### src/rtl/game_pkg.sv
// Shared game definitions: state encoding, default sprite sizes, timing constants
// and the axis-overlap helper used by collision detection.
package game_pkg;

  typedef enum logic [1:0] {
    ST_IDLE = 2'b00,
    ST_PLAY = 2'b01,
    ST_DEAD = 2'b10,
    ST_WIN  = 2'b11
  } game_state_t;

  localparam int DEF_PLAYER_W = 16;
  localparam int DEF_PLAYER_H = 16;
  localparam int DEF_ENEMY_W  = 16;
  localparam int DEF_ENEMY_H  = 16;

  localparam int BLINK_MS     = 250;
  localparam int BLINK_INV_MS = 125;
  localparam logic [3:0] WIN_SCORE = 4'd15;

`ifdef GAME_LIVES_EN
  localparam int INVULN_MS = 1000;
  localparam logic [1:0] NUM_LIVES = 2'd3;
`endif

  // Sums are formed at 17 bits so sprites near the 16-bit edge do not wrap.
  function automatic logic overlap(input logic [15:0] a, input logic [15:0] b,
                                   input logic [16:0] a_len, input logic [16:0] b_len);
    return ({1'b0, a} < ({1'b0, b} + b_len)) && ({1'b0, b} < ({1'b0, a} + a_len));
  endfunction

endpackage

### src/rtl/edge_sync.sv
// Two-flop synchroniser followed by a registered rising-edge detector;
// emits a single clk-wide pulse three clocks after the input rises.
module edge_sync (
  input  logic clk,
  input  logic rst_n,
  input  logic d_i,
  output logic pulse_o
);

  logic s0_q, s1_q, prev_q, pulse_q;

  always_ff @(posedge clk or negedge rst_n) begin
    if (!rst_n) begin
      s0_q    <= 1'b0;
      s1_q    <= 1'b0;
      prev_q  <= 1'b0;
      pulse_q <= 1'b0;
    end else begin
      s0_q    <= d_i;
      s1_q    <= s0_q;
      prev_q  <= s1_q;
      pulse_q <= s1_q & ~prev_q;
    end
  end

  assign pulse_o = pulse_q;

endmodule

### src/rtl/game_ctrl.sv
// Game controller: IDLE/PLAY/DEAD/WIN flow, collision, scoring and status LED.
// Optional macro GAME_LIVES_EN adds three lives with post-hit invulnerability.
module game_ctrl
  import game_pkg::*;
#(
  parameter int PLAYER_W = DEF_PLAYER_W,
  parameter int PLAYER_H = DEF_PLAYER_H,
  parameter int ENEMY_W  = DEF_ENEMY_W,
  parameter int ENEMY_H  = DEF_ENEMY_H,
  parameter int SCORE_MS = 1000,
  parameter int DEAD_MS  = 2000
) (
  input  logic        clk,
  input  logic        reset,
  input  logic        clk_1ms,
  input  logic        button,
  input  logic        button1,
  input  logic [15:0] x_player,
  input  logic [15:0] y_player,
  input  logic [15:0] x_enemy,
  input  logic [15:0] y_enemy,
  output logic [1:0]  game_state,
  output logic [3:0]  p1_score,
  output logic        player_dead,
  output logic        led
);

  localparam logic [15:0] SCORE_LAST     = 16'(SCORE_MS - 1);
  localparam logic [15:0] DEAD_LAST      = 16'(DEAD_MS - 1);
  localparam logic [7:0]  BLINK_LAST     = 8'(BLINK_MS - 1);
  localparam logic [7:0]  BLINK_INV_LAST = 8'(BLINK_INV_MS - 1);

  game_state_t state_q;
  logic [3:0]  score_q;
  logic [15:0] ms_q, tmr_q;
  logic [7:0]  blink_q;
  logic        dead_q, led_q, hit_q;
  logic        start0_p, start1_p, start_p, tick_p;
  logic        fatal_s, inv_s;

  edge_sync u_sync_btn0 (.clk(clk), .rst_n(reset), .d_i(button),  .pulse_o(start0_p));
  edge_sync u_sync_btn1 (.clk(clk), .rst_n(reset), .d_i(button1), .pulse_o(start1_p));
  edge_sync u_sync_tick (.clk(clk), .rst_n(reset), .d_i(clk_1ms), .pulse_o(tick_p));

  assign start_p = start0_p | start1_p;

  always_ff @(posedge clk or negedge reset) begin
    if (!reset) begin
      hit_q <= 1'b0;
    end else begin
      hit_q <= overlap(x_player, x_enemy, 17'(PLAYER_W), 17'(ENEMY_W)) &&
               overlap(y_player, y_enemy, 17'(PLAYER_H), 17'(ENEMY_H));
    end
  end

`ifdef GAME_LIVES_EN
  localparam logic [15:0] INV_LOAD = 16'(INVULN_MS);

  logic [1:0]  lives_q;
  logic [15:0] inv_q;
  logic        hit_ok_s;

  assign hit_ok_s = hit_q && (inv_q == 16'd0);
  assign fatal_s  = hit_ok_s && (lives_q == 2'd1);
  assign inv_s    = (inv_q != 16'd0);

  // A non-fatal hit costs a life and opens an invulnerability window.
  always_ff @(posedge clk or negedge reset) begin
    if (!reset) begin
      lives_q <= 2'd0;
      inv_q   <= 16'd0;
    end else if (state_q == ST_IDLE && start_p) begin
      lives_q <= NUM_LIVES;
      inv_q   <= 16'd0;
    end else if (state_q == ST_PLAY) begin
      if (hit_ok_s && !fatal_s) begin
        lives_q <= lives_q - 2'd1;
        inv_q   <= INV_LOAD;
      end else if (tick_p && inv_s) begin
        inv_q <= inv_q - 16'd1;
      end
    end
  end
`else
  assign fatal_s = hit_q;
  assign inv_s   = 1'b0;
`endif

  always_ff @(posedge clk or negedge reset) begin
    if (!reset) begin
      state_q <= ST_IDLE;
      score_q <= 4'd0;
      ms_q    <= 16'd0;
      tmr_q   <= 16'd0;
      blink_q <= 8'd0;
      dead_q  <= 1'b0;
      led_q   <= 1'b0;
    end else begin
      case (state_q)
        ST_IDLE: begin
          led_q <= 1'b0;
          if (start_p) begin
            state_q <= ST_PLAY;
            score_q <= 4'd0;
            ms_q    <= 16'd0;
            blink_q <= 8'd0;
            led_q   <= 1'b1;
          end
        end
        ST_PLAY: begin
          if (fatal_s) begin
            state_q <= ST_DEAD;
            dead_q  <= 1'b1;
            tmr_q   <= 16'd0;
            blink_q <= 8'd0;
            led_q   <= 1'b1;
          end else begin
            if (!inv_s) begin
              led_q   <= 1'b1;
              blink_q <= 8'd0;
            end else if (tick_p) begin
              if (blink_q == BLINK_INV_LAST) begin
                blink_q <= 8'd0;
                led_q   <= ~led_q;
              end else begin
                blink_q <= blink_q + 8'd1;
              end
            end
            // Later assignments here override the LED blink on the winning point.
            if (tick_p) begin
              if (ms_q == SCORE_LAST) begin
                ms_q    <= 16'd0;
                score_q <= score_q + 4'd1;
                if (score_q == WIN_SCORE - 4'd1) begin
                  state_q <= ST_WIN;
                  tmr_q   <= 16'd0;
                  blink_q <= 8'd0;
                  led_q   <= 1'b1;
                end
              end else begin
                ms_q <= ms_q + 16'd1;
              end
            end
          end
        end
        ST_DEAD, ST_WIN: begin
          if (start_p || (tick_p && tmr_q == DEAD_LAST)) begin
            state_q <= ST_IDLE;
            dead_q  <= 1'b0;
            led_q   <= 1'b0;
          end else if (tick_p) begin
            tmr_q <= tmr_q + 16'd1;
            if (blink_q == BLINK_LAST) begin
              blink_q <= 8'd0;
              led_q   <= ~led_q;
            end else begin
              blink_q <= blink_q + 8'd1;
            end
          end
        end
        default: state_q <= ST_IDLE;
      endcase
    end
  end

  assign game_state  = state_q;
  assign p1_score    = score_q;
  assign player_dead = dead_q;
  assign led         = led_q;

endmodule
### config.mk
export PLATFORM = sky130hd
export DESIGN_NAME = game_ctrl
export DESIGN_NICKNAME = d
export VERILOG_FILES = /design/src/rtl/game_pkg.sv /design/src/rtl/edge_sync.sv /design/src/rtl/game_ctrl.sv
export SDC_FILE = /design/constraint.sdc
export NUM_CORES = 1
export LEC_CHECK = 0
export BUFFER_PORTS_ARGS = -buffer_cell sky130_fd_sc_hd__buf_2
export CORE_MARGIN = 2
export CORE_UTILIZATION = 30
export CTS_CLUSTER_SIZE = 20
export DETAILED_ROUTE_END_ITERATION = 8
export PLACE_DENSITY = 0.49
export SYNTH_ARGS = -nofsm -noshare
export SYNTH_HDL_FRONTEND = slang
export SYNTH_SLANG_ARGS = --single-unit
### constraint.sdc
create_clock -name clk -period 2.4 [get_ports clk]
set_input_delay 0.36 -clock clk [delete_from_list [all_inputs] [get_ports clk]]
set_output_delay 0.36 -clock clk [all_outputs]
set_load 0.05 [all_outputs]
==> impl_results.md, run 1 <==
- Crit path time final: 2250 ps
- Die span in y: 134 um
- Final setup vio count: 0
- Unique masters post-synth: 59
- Vias per Instance: 5.08
- Peak supply drop: 0.599 mV
- Critical Path AT: 2470 ps
- Clock skew: 5.66 ps
- Finished Layout Cells: 949
- Starting Density: 0.308
- CTS Sinks: 61
- H-tree depth: 3
- CP Capture Type: flip-flop
- EDFF count, synth: 0
- Clock slew at reported path FFs: 50 ps
- Commonest cells after routing, fill and taps aside: 76 x buf_2, 69 x nand2_1, 66 x ha_1
- Final wirelength: 12,800 um
- Wire length per cell: 13.5 um
- Async SR Flop Fraction: 1.00
- Compound-Gate Fraction of Synth Area: 0.151
- Total core area: 16,600 sq um
- Largest stage delay, worst path: 550 ps
- First-pass GRT wire length: 21,900 um
- Synthesis-stage register bit count: 61
- Final Max Tran Viols: 0
- DPL Wire Length: 10,300 um
- Clock root cell: clkbuf_16
- Period utilization: 0.937
- # DRC: 0
- Cell depth of the worst flop-to-flop path: 6
- Via Count: 4,818
- DR pass1 iterations: 4
- Remaining Overflow, GRT: 0
- CP Class: reg2reg
- Main combinational cell family by area after synthesis: simple AND/OR/NAND/NOR gates
- Pleak: 2.96 nW
- Final hold violation count: 0
- Worst Path Required: 2620 ps
- Number of core rows: 47
- Synth Area in Adders: 0.167
- Clk_lat worst skew: 330 ps
- HP Class: in2reg
- Met2 wire len: 6200 um
- Global Route Usage Sum: 0.148
- Clock tree buffer depth: 2
- CTS tree: yes
- FILL cells: 1,720
- Crit path cell chain: ha_1, nand3_2, or4_4, o21a_4, a211o_1, mux2_4
- Die ar.: 18,100 sq um
- # nets final: 861
- Wl on met1: 6010 um
- Fmax: 445 MHz
- Initial antenna violation count: 0
- Actual slew at the worst max-slew pin: 549 ps
- Sequential area share after synthesis: 0.299
- Area grow syn2layout: 27.3%
- Synth Area in Simple Gates: 0.268
- CP max FO: 5
- Post-Synth XOR/XNOR Area: 0.0789
- Antenna Nets Post-Route: 0
- Mapped cell area: 5110 sq um
- Share of layout cells above drive strength 1: 0.224
- TNS Setup: 0 ps
- Mapped Nets: 732
- Yosys warns: 0
- Post-layout util: 0.392
- Post-CTS setup buffer count: 0
- Synth Instances: 595
- Syn avg cell area: 8.58 sq um
- Commonest non-fill, non-tap cell in the layout: buf_2
- Post-synthesis mux area share: 0.00735
- Slowest cell on the critical path: or4_4
- Inserted Diodes: 0
- Type of origin of the critical path: flip-flop
- Power per cell area: 694 nW/um^2
- Routability cong.: 0.846
- Chip width: 134 um
- Top routing layer in use: met4
- Initial drt markers: 168
- Synth Flop Type: dfrtp_1
- Cells after DPL: 932
- Hold path cells: 1
- Largest net degree at the start of global routing: 23
- IO Pins: 77
- Max-Cap Viols: 0
- Number of CTS-inserted buffers: 9
- Vias in the first global route: 4,704
- Status: complete, no violations
- Relative slew slack: 0.630
- DR WL met3: 393 um
- RSZ-0062 raised after global routing: no
- Port Buffers: 76
==> synthesized netlist by cell type, types with 2 or more instances <==
| library cell | instances | area [sq um] |
|---|---|---|
| or4_1 | 2 | 15.0 |
| nor2b_1 | 9 | 56.3 |
| nand3_1 | 49 | 245 |
| a31oi_1 | 2 | 12.5 |
| nor4_1 | 4 | 25.0 |
| inv_1 | 25 | 93.8 |
| or4b_1 | 2 | 20.0 |
| buf_2 | 5 | 25.0 |
| nor3b_1 | 3 | 22.5 |
| nand2b_1 | 7 | 43.8 |
| nand3b_1 | 12 | 90.1 |
| clkbuf_1 | 8 | 30.0 |
| and4_1 | 2 | 17.5 |
| a211oi_1 | 2 | 15.0 |
| o31ai_1 | 9 | 67.6 |
| mux2_2 | 2 | 22.5 |
| o21a_1 | 2 | 15.0 |
| a22o_1 | 2 | 17.5 |
| o41ai_1 | 2 | 17.5 |
| o21ai_0 | 35 | 175 |
| a211o_1 | 2 | 17.5 |
| ha_1 | 68 | 851 |
| xor2_1 | 29 | 254 |
| nor2_1 | 35 | 131 |
| xnor2_1 | 17 | 149 |
| o221ai_1 | 10 | 87.6 |
| nand2_1 | 69 | 259 |
| a21oi_1 | 27 | 135 |
| a221oi_1 | 2 | 17.5 |
| o22a_1 | 2 | 17.5 |
| nor3_1 | 9 | 45.0 |
| nand4_1 | 28 | 175 |
| a21o_1 | 8 | 60.1 |
| and2_1 | 5 | 31.3 |
| or3_1 | 3 | 18.8 |
| and3_1 | 14 | 87.6 |
| dfrtp_1 | 61 | 1530 |
==> timing repair <==
action                     4_1_cts  5_1_grt
gates resized for setup          0        5
setup endpoints to repair        0       14
hold endpoints to repair        19        0
hold buffers                     1        0
==> cell families (layout without fill, tap and decap cells) <==
| kind of cell | after synthesis | count (layout) |
|---|---|---|
| AOI/OAI and AO/OA | 118 | 118 |
| xor gates and xnor gates | 46 | 46 |
| adders and majority gates | 68 | 68 |
| buffers and inverters | 38 | 172 |
| DFF | 61 | 61 |
| muxes | 3 | 3 |
| and+or+nand+nor | 261 | 261 |
==> report_power, final <==
| group | switching, mW | internal, mW |
|---|---|---|
| Sequential | 0.166 | 1.16 |
| Clock | 0.454 | 1.02 |
| Combinational | 1.04 | 0.668 |
==> flip-flops by register name, indices dropped and copies added, names as in the netlist <==
register,flops
u_sync_btn1.pulse_o,1
tmr_q,16
led,1
p1_score,4
player_dead,1
u_sync_btn0.prev_q,1
u_sync_btn1.prev_q,1
fatal_s,1
u_sync_tick.pulse_o,1
u_sync_btn0.pulse_o,1
u_sync_btn0.s0_q,1
u_sync_btn0.s1_q,1
ms_q,16
game_state,2
u_sync_tick.prev_q,1
u_sync_btn1.s0_q,1
u_sync_tick.s1_q,1
u_sync_tick.s0_q,1
u_sync_btn1.s1_q,1
blink_q,8
==> layer usage <==
layer  GRT usage  vias to the layer above
li1            -                     2458
met1       0.188                     2263
met2       0.258                       86
met3      0.0199                       11
met4      0.0544                        0
met5           0                        -
==> worst paths after layout <==
check                                 start          endpoint  slack (ps)
setup / recovery                   tmr_q[0]     game_state[0]         150
hold / removal                       button  u_sync_btn0.s0_q         140
setup reg to reg                   tmr_q[0]     game_state[0]         150
hold reg to reg            u_sync_btn1.s0_q  u_sync_btn1.s1_q         350
max in group asynchronous             reset         tmr_q[11]        1190
min in group asynchronous             reset           ms_q[7]         520
==> cell type report <==
| class | instances | area (sq um) | area share |
|---|---|---|---|
| repair buffers | 131 | 808 | 0.124 |
| well taps | 220 | 275 | 0.0424 |
| flip-flops and latches | 61 | 1530 | 0.235 |
| multi-input cells | 496 | 3450 | 0.531 |
| clock inverters | 3 | 65.1 | 0.0100 |
| clock buffers | 13 | 280 | 0.0431 |
| inverters | 25 | 93.8 | 0.0144 |
==> metrics by stage <==
| stage | instance area [sq um] | setup WS, ps | power, mW | hold slack, ps |
|---|---|---|---|---|
| 3_5_place_dp | 6130 | -264 | 3.05 | 337 |
| 3_3_place_gp | 6130 | -165 | 3.02 | 339 |
| 4_1_cts | 6480 | 47.5 | 4.55 | 139 |
| 5_1_grt | 6500 | 5.44 | 4.82 | 135 |
| 2_1_floorplan | 5110 | 10.2 | 2.43 | 64.4 |
| 6_report | 6500 | 151 | 4.51 | 142 |
==> critical path: cells and delay by family, from the launching register on <==
family | cells | cell delay (ps)
AND/OR/NAND/NOR | 2 | 660
adder cells (fa/ha/maj) | 1 | 230
multiplexers | 1 | 300
flip-flops | 1 | 380
AO/OA/AOI/OAI | 2 | 560
Power figures use the tool's default switching activity.
==> run 2: changes to the inputs <==
Settings changed: RECOVER_POWER set to 100.
==> run 2 against run 1 <==
  * Combinational power decreased by 4%
  * First-iteration DRC count decreased by 5.4%
  * Global-route usage unchanged
  * Wire length about the same
  * Largest power group unchanged
  * Highest routed layer unchanged
==> impl_results.md, run 2 (synthesized netlist as in run 1, its figures left out) <==
- Met2 wire len: 6200 um (about the same)
- Status: complete, no violations (unchanged)
- FILL cells: 1,737 (was 1,720)
- Largest stage delay, worst path: 590 ps (was 550 ps)
- Power per cell area: 689 nW/um^2 (was 694 nW/um^2)
- Clk_lat worst skew: 330 ps (about the same)
- Die span in y: 134 um (unchanged)
- Share of layout cells above drive strength 1: 0.202 (was 0.224)
- Actual slew at the worst max-slew pin: 1120 ps (was 549 ps)
- H-tree depth: 3 (unchanged)
- Final hold violation count: 0 (unchanged)
- TNS Setup: 0 ps (unchanged)
- CP max FO: 5 (unchanged)
- Worst Path Required: 2620 ps (about the same)
- Cells after DPL: 932 (unchanged)
- Starting Density: 0.308 (unchanged)
- Number of CTS-inserted buffers: 9 (unchanged)
- Delay-heaviest family, CP: simple AND/OR/NAND/NOR gates (unchanged)
- DR WL met3: 393 um (unchanged)
- Global Route Usage Sum: 0.148 (unchanged)
- Crit path time final: 2290 ps (was 2250 ps)
- # nets final: 861 (unchanged)
- Clock skew: 6.53 ps (was 5.66 ps)
- Final Max Tran Viols: 0 (unchanged)
- HP Class: in2reg (unchanged)
- RSZ-0062 raised after global routing: no (unchanged)
- Final setup vio count: 0 (unchanged)
- Number of core rows: 47 (unchanged)
- DR pass1 iterations: 4 (unchanged)
- Vias per Instance: 5.08 (about the same)
- Critical Path AT: 2510 ps (was 2470 ps)
- Peak supply drop: 0.546 mV (was 0.599 mV)
- Post-CTS setup buffer count: 0 (unchanged)
- Pleak: 2.91 nW (was 2.96 nW)
- CTS tree: yes (unchanged)
- Post-route cell area: 6450 sq um (was 6500 sq um)
- Largest net degree at the start of global routing: 23 (unchanged)
- Crit path cell chain: ha_1, nand3_2, or4_1, o21a_4, a211o_1, mux2_4 (was ha_1, nand3_2, or4_4, o21a_4, a211o_1, mux2_4)
- Finished Layout Cells: 949 (unchanged)
- Period utilization: 0.956 (was 0.937)
- Placed Area: 6130 sq um (unchanged)
- Top routing layer in use: met4 (unchanged)
- Commonest cells after routing, fill and taps aside: 69 x nand2_1, 67 x buf_2, 66 x ha_1 (was 76 x buf_2, 69 x nand2_1, 66 x ha_1)
- Inserted Diodes: 0 (unchanged)
- CP Buf/Inv Count: 0 (unchanged)
- Clock slew at reported path FFs: 50 ps (about the same)
- Dpl ws: -264 ps (unchanged)
- Overall Power: 4.45 mW (was 4.51 mW)
- Relative slew slack: 0.254 (was 0.630)
- CP Capture Type: flip-flop (unchanged)
- First-pass GRT wire length: 21,900 um (unchanged)
- Wl on met1: 6010 um (unchanged)
- Chip width: 134 um (unchanged)
- Via Count: 4,821 (was 4,818)
- IO Pins: 77 (unchanged)
- Post-layout util: 0.389 (was 0.392)
- Antenna Nets Post-Route: 0 (unchanged)
- DPL Wire Length: 10,300 um (unchanged)
- Slowest cell on the critical path: or4_1 (was or4_4)
- Fin Hold WS: 141 ps (was 142 ps)
- CP Class: reg2reg (unchanged)
- CTS Sinks: 61 (unchanged)
- Min setup slack post-route: 106 ps (was 151 ps)
- Total core area: 16,600 sq um (unchanged)
- Fmax: 436 MHz (was 445 MHz)
- Clock root cell: clkbuf_16 (unchanged)
- Die ar.: 18,100 sq um (unchanged)
- Routability cong.: 0.846 (unchanged)
- Type of origin of the critical path: flip-flop (unchanged)
- Port Buffers: 76 (unchanged)
- Area grow syn2layout: 26.3% (was 27.3%)
- Wire length per cell: 13.5 um (about the same)
- Clock tree buffer depth: 2 (unchanged)
- Final wirelength: 12,800 um (about the same)
- Initial antenna violation count: 0 (unchanged)
- Remaining Overflow, GRT: 0 (unchanged)
- Max-Cap Viols: 0 (unchanged)
- # DRC: 0 (unchanged)
- Commonest non-fill, non-tap cell in the layout: nand2_1 (was buf_2)
- Vias in the first global route: 4,704 (unchanged)
- Initial drt markers: 159 (was 168)
- Largest regs: ms_q x16, tmr_q x16, blink_q x8 (unchanged)
==> run 2: cell count changes in the layout (fill, tap and decap cells not counted) <==
| cell | change |
|---|---|
| clkbuf_1 | +14 |
| o311ai_1 | -1 |
| buf_4 | -9 |
| a21oi_1 | +1 |
| or4_4 | -1 |
| buf_2 | -9 |
| a21oi_2 | -1 |
| o21ai_1 | -1 |
| o21ai_0 | +1 |
| clkbuf_2 | +4 |
| o311ai_0 | +1 |
| or4_1 | +1 |
==> run 2: worst register-to-register path, cell delays in order, from the launching register on <==
cell     delay, ps
dfrtp_1        380
ha_1           230
nand3_2        100
or4_1          590
o21a_4         250
a211o_1        330
mux2_4         300
==> run 2: cell type report <==
class | count | area [sq um] | area share
inverter | 25 | 93.8 | 0.0145
timing repair buffer | 131 | 768 | 0.119
multi-input combinational | 496 | 3440 | 0.534
clock inverter | 3 | 65.1 | 0.0101
tap | 220 | 275 | 0.0427
sequential | 61 | 1530 | 0.237
clock buffer | 13 | 280 | 0.0434
==> run 2: report_power, final <==
group | leakage (nW) | switching (mW) | internal, mW | total (mW)
clock network | 0.172 | 0.453 | 1.02 | 1.47
logic | 1.94 | 1.04 | 0.609 | 1.65
registers | 0.804 | 0.165 | 1.16 | 1.33
==> run 2: what timing repair did <==
action | CTS | global route
resized for setup | 0 | 5
endpoints found under the setup margin | 0 | 14
hold buffers | 1 | 0
hold endpoints to repair | 19 | 0
==> run 2: per-layer routing <==
layer	GRT usage	up-vias
met1	0.188	2261
met3	0.0199	11
met5	0	-
met4	0.0544	0
li1	-	2458
met2	0.258	91
==> run 2: worst paths after layout <==
kind / slack, ps / endpoint / startpoint / depth (start not counted)
min in group asynchronous: 760 / ms_q[7] / reset / 2
max in group asynchronous: 450 / tmr_q[11] / reset / 3
worst min-delay path: 140 / u_sync_btn0.s0_q / button / 1
worst max-delay path: 110 / game_state[0] / tmr_q[0] / 6
worst min register to register: 350 / u_sync_btn1.s1_q / u_sync_btn1.s0_q / 0
worst max register to register: 110 / game_state[0] / tmr_q[0] / 6
==> run 3: changes to the inputs <==
Settings changed: ABC_AREA set to 1.
==> run 3 against run 2 <==
  * The run now ends with max-capacitance violations left
  * Combinational power decreased by 7%
  * Sequential share of layout area down 0.49 points
  * Die area rose by 10%
  * First-iteration DRC count increased by 64%
  * Wire length rose by 5.0%
  * Non-clock buffer count is 39 lower
  * Hold slack got worse by 19 ps
  * Sequential power fell by 5%
  * Register-to-register slack gained 200 ps
  * Global-route usage shrank 0.48 points
  * Synthesized area is 10% higher
  * Largest cell class unchanged
==> impl_results.md, run 3 <==
- Critical Path AT: 2370 ps (was 2510 ps)
- Largest net degree at the start of global routing: 26 (was 23)
- CTS tree: yes (unchanged)
- Final setup vio count: 0 (unchanged)
- Async SR Flop Fraction: 1.00 (unchanged)
- Final hold violation count: 0 (unchanged)
- HP Class: in2reg (unchanged)
- Syn avg cell area: 6.86 sq um (was 8.58 sq um)
- Dpl ws: 45.2 ps (was -264 ps)
- Mapped cell area: 5640 sq um (was 5110 sq um)
- Critical path endpoint: ms_q[12] (was game_state[0])
- Status: finished, violations left (was complete, no violations)
- Critical path launch point: game_state[0] (was tmr_q[0])
- First-pass GRT wire length: 23,500 um (was 21,900 um)
- # nets final: 1,053 (was 861)
- Clock tree buffer depth: 2 (unchanged)
- Largest stage delay, worst path: 430 ps (was 590 ps)
- # DRC: 0 (unchanged)
- Placed Area: 6350 sq um (was 6130 sq um)
- CTS Sinks: 61 (unchanged)
- Failing checks: max-capacitance violations
- CP max FO: 9 (was 5)
- Peak supply drop: 0.317 mV (was 0.546 mV)
- Crit path cell chain: inv_1, nor2_1, nand2_1, nand2_1, nor2_4, nand2_1, clkbuf_2, o21ai_0, nor2_1 (was ha_1, nand3_2, or4_1, o21a_4, a211o_1, mux2_4)
- H-tree depth: 3 (unchanged)
- EDFF count, synth: 0 (unchanged)
- Fin Hold WS: 123 ps (was 141 ps)
- Number of CTS-inserted buffers: 9 (unchanged)
- Unique masters post-synth: 37 (was 59)
- Wire length per cell: 11.6 um (was 13.5 um)
- Vias per Instance: 4.47 (was 5.08)
- FF-to-FF setup slack: 300 ps (was 110 ps)
- Clock slew at reported path FFs: 60 ps (was 50 ps)
- Top-count cell post-synth: nand2_1 (unchanged)
- Remaining Overflow, GRT: 0 (unchanged)
- Antenna Nets Post-Route: 0 (unchanged)
- Post-synth top area cell: dfrtp_1 (unchanged)
- Chip width: 141 um (was 134 um)
- CP Buf/Inv Count: 2 (was 0)
- Type of origin of the critical path: flip-flop (unchanged)
- CTS Hold Buffers Added: 0 (was 1)
- Post-CTS setup buffer count: 0 (unchanged)
- Final Max Tran Viols: 0 (unchanged)
- Commonest cells after routing, fill and taps aside: 232 x nand2_1, 103 x inv_1, 102 x nor2_1 (was 69 x nand2_1, 67 x buf_2, 66 x ha_1)
- Finished Layout Cells: 1,155 (was 949)
- RSZ-0062 raised after global routing: no (unchanged)
- Yosys top cell area share: 0.271 (was 0.299)
- Post_cts resized: 0 (unchanged)
- Synthesis-stage register bit count: 61 (unchanged)
- Fmax: 477 MHz (was 436 MHz)
- CP Depth: 9 (was 6)
- CP Capture Type: flip-flop (unchanged)
- Vias in the first global route: 5,139 (was 4,704)
- CP dominant cell by count: nand2_1
- FILL cells: 2,040 (was 1,737)
- Relative slew slack: 0.00726 (was 0.254)
- Delay-heaviest family, CP: simple AND/OR/NAND/NOR gates (unchanged)
- Clock root cell: clkbuf_16 (unchanged)
- Post-layout util: 0.355 (was 0.389)
- Mapped Nets: 959 (was 732)
- Sequential area share after synthesis: 0.271 (was 0.299)
- Largest regs: ms_q x16, tmr_q x16, blink_q x8 (unchanged)
- Final wirelength: 13,400 um (was 12,800 um)
- Cell depth of the worst flop-to-flop path: 9 (was 6)
- IO Pins: 77 (unchanged)
- Clk_lat worst skew: 340 ps (was 330 ps)
- Min setup slack post-route: 302 ps (was 106 ps)
- Inserted Diodes: 0 (unchanged)
- Slowest cell on the critical path: dfrtp_1 (was or4_1)
- DR pass1 iterations: 4 (unchanged)
- Cells after DPL: 1,139 (was 932)
- Actual slew at the worst max-slew pin: 1490 ps (was 1120 ps)
- TNS Setup: 0 ps (unchanged)
- Initial antenna violation count: 0 (unchanged)
- Period utilization: 0.874 (was 0.956)
- Worst Path Required: 2670 ps (was 2620 ps)
- CP Class: reg2reg (unchanged)
- Yosys warns: 0 (unchanged)
- Overall Power: 4.03 mW (was 4.45 mW)
- Power per cell area: 611 nW/um^2 (was 689 nW/um^2)
- Total core area: 18,600 sq um (was 16,600 sq um)
- Global Route Usage Sum: 0.143 (was 0.148)
- Top post-synthesis cells by area: dfrtp_1 27%, nand2_1 15%, ha_1 15%, inv_1 6.9%, nor2_1 6.7% (was dfrtp_1 30%, ha_1 17%, nand2_1 5.1%, xor2_1 5.0%, nand3_1 4.8%)
- Starting Density: 0.303 (was 0.308)
- Top cells by count, synth: 230 x nand2_1, 103 x inv_1, 100 x nor2_1 (was 69 x nand2_1, 68 x ha_1, 61 x dfrtp_1)
- RR Startpoint: game_state[0] (was tmr_q[0])
- Post-route cell area: 6590 sq um (was 6450 sq um)
- Clock skew: 6.39 ps (was 6.53 ps)
- Number of core rows: 50 (was 47)
- Initial drt markers: 261 (was 159)
- Crit path time final: 2100 ps (was 2290 ps)
- Die span in y: 141 um (was 134 um)
- Max-Cap Viols: 1 (was 0)
- Die ar.: 19,900 sq um (was 18,100 sq um)
- Synth Flop Type: dfrtp_1 (unchanged)
- Via Count: 5,164 (was 4,821)
- Share of layout cells above drive strength 1: 0.125 (was 0.202)
- Synth Instances: 822 (was 595)
- Port Buffers: 76 (unchanged)
- Area grow syn2layout: 16.9% (was 26.3%)
- Commonest non-fill, non-tap cell in the layout: nand2_1 (unchanged)
- R2R Path End: ms_q[12] (was game_state[0])
- Pleak: 3.44 nW (was 2.91 nW)
- Routability cong.: 0.834 (was 0.846)
- DPL Wire Length: 10,900 um (was 10,300 um)
==> run 3: layout make-up <==
type / instances / area [sq um] / share of cell area
Timing Repair Buffer: 92 / 474 / 0.0720
Multi-Input combinational cell: 647 / 3620 / 0.550
Clock inverter: 7 / 51.3 / 0.00779
Sequential cell: 61 / 1530 / 0.232
Tap cell: 234 / 293 / 0.0444
Inverter: 105 / 394 / 0.0598
Clock buffer: 9 / 225 / 0.0342
==> run 3: cells by family after synthesis <==
group,count (synthesis),share of synthesized area
and+or+nand+nor,466,0.356
buffers and inverters,114,0.0841
AOI/OAI and AO/OA,72,0.0742
adders and majority gates,68,0.151
DFF,61,0.271
xor gates and xnor gates,41,0.0637
==> run 3: power by group <==
group / switching, mW / internal (mW) / leakage [nW]
clock: 0.522 / 0.699 / 0.120
combinational: 1.07 / 0.460 / 2.50
sequential: 0.128 / 1.15 / 0.816
==> run 3: worst min path at each step <==
stage                             endpoint        startpoint  slack (ps)  depth (start not counted)
after floorplan                 blink_q[0]             reset          60                          0
after global placement    u_sync_btn0.s1_q  u_sync_btn0.s0_q         330                          0
after detailed placement  u_sync_btn0.s1_q  u_sync_btn0.s0_q         340                          0
after CTS                       blink_q[5]             reset          60                          1
after global routing      u_sync_btn0.s0_q            button         110                          1
final                     u_sync_btn0.s0_q            button         120                          1
==> run 3: routing by layer <==
metal  wire length [um]  GRT usage
met5                  0          0
met4                205     0.0495
met3                528     0.0296
met2               6000      0.238
met1               6710      0.186
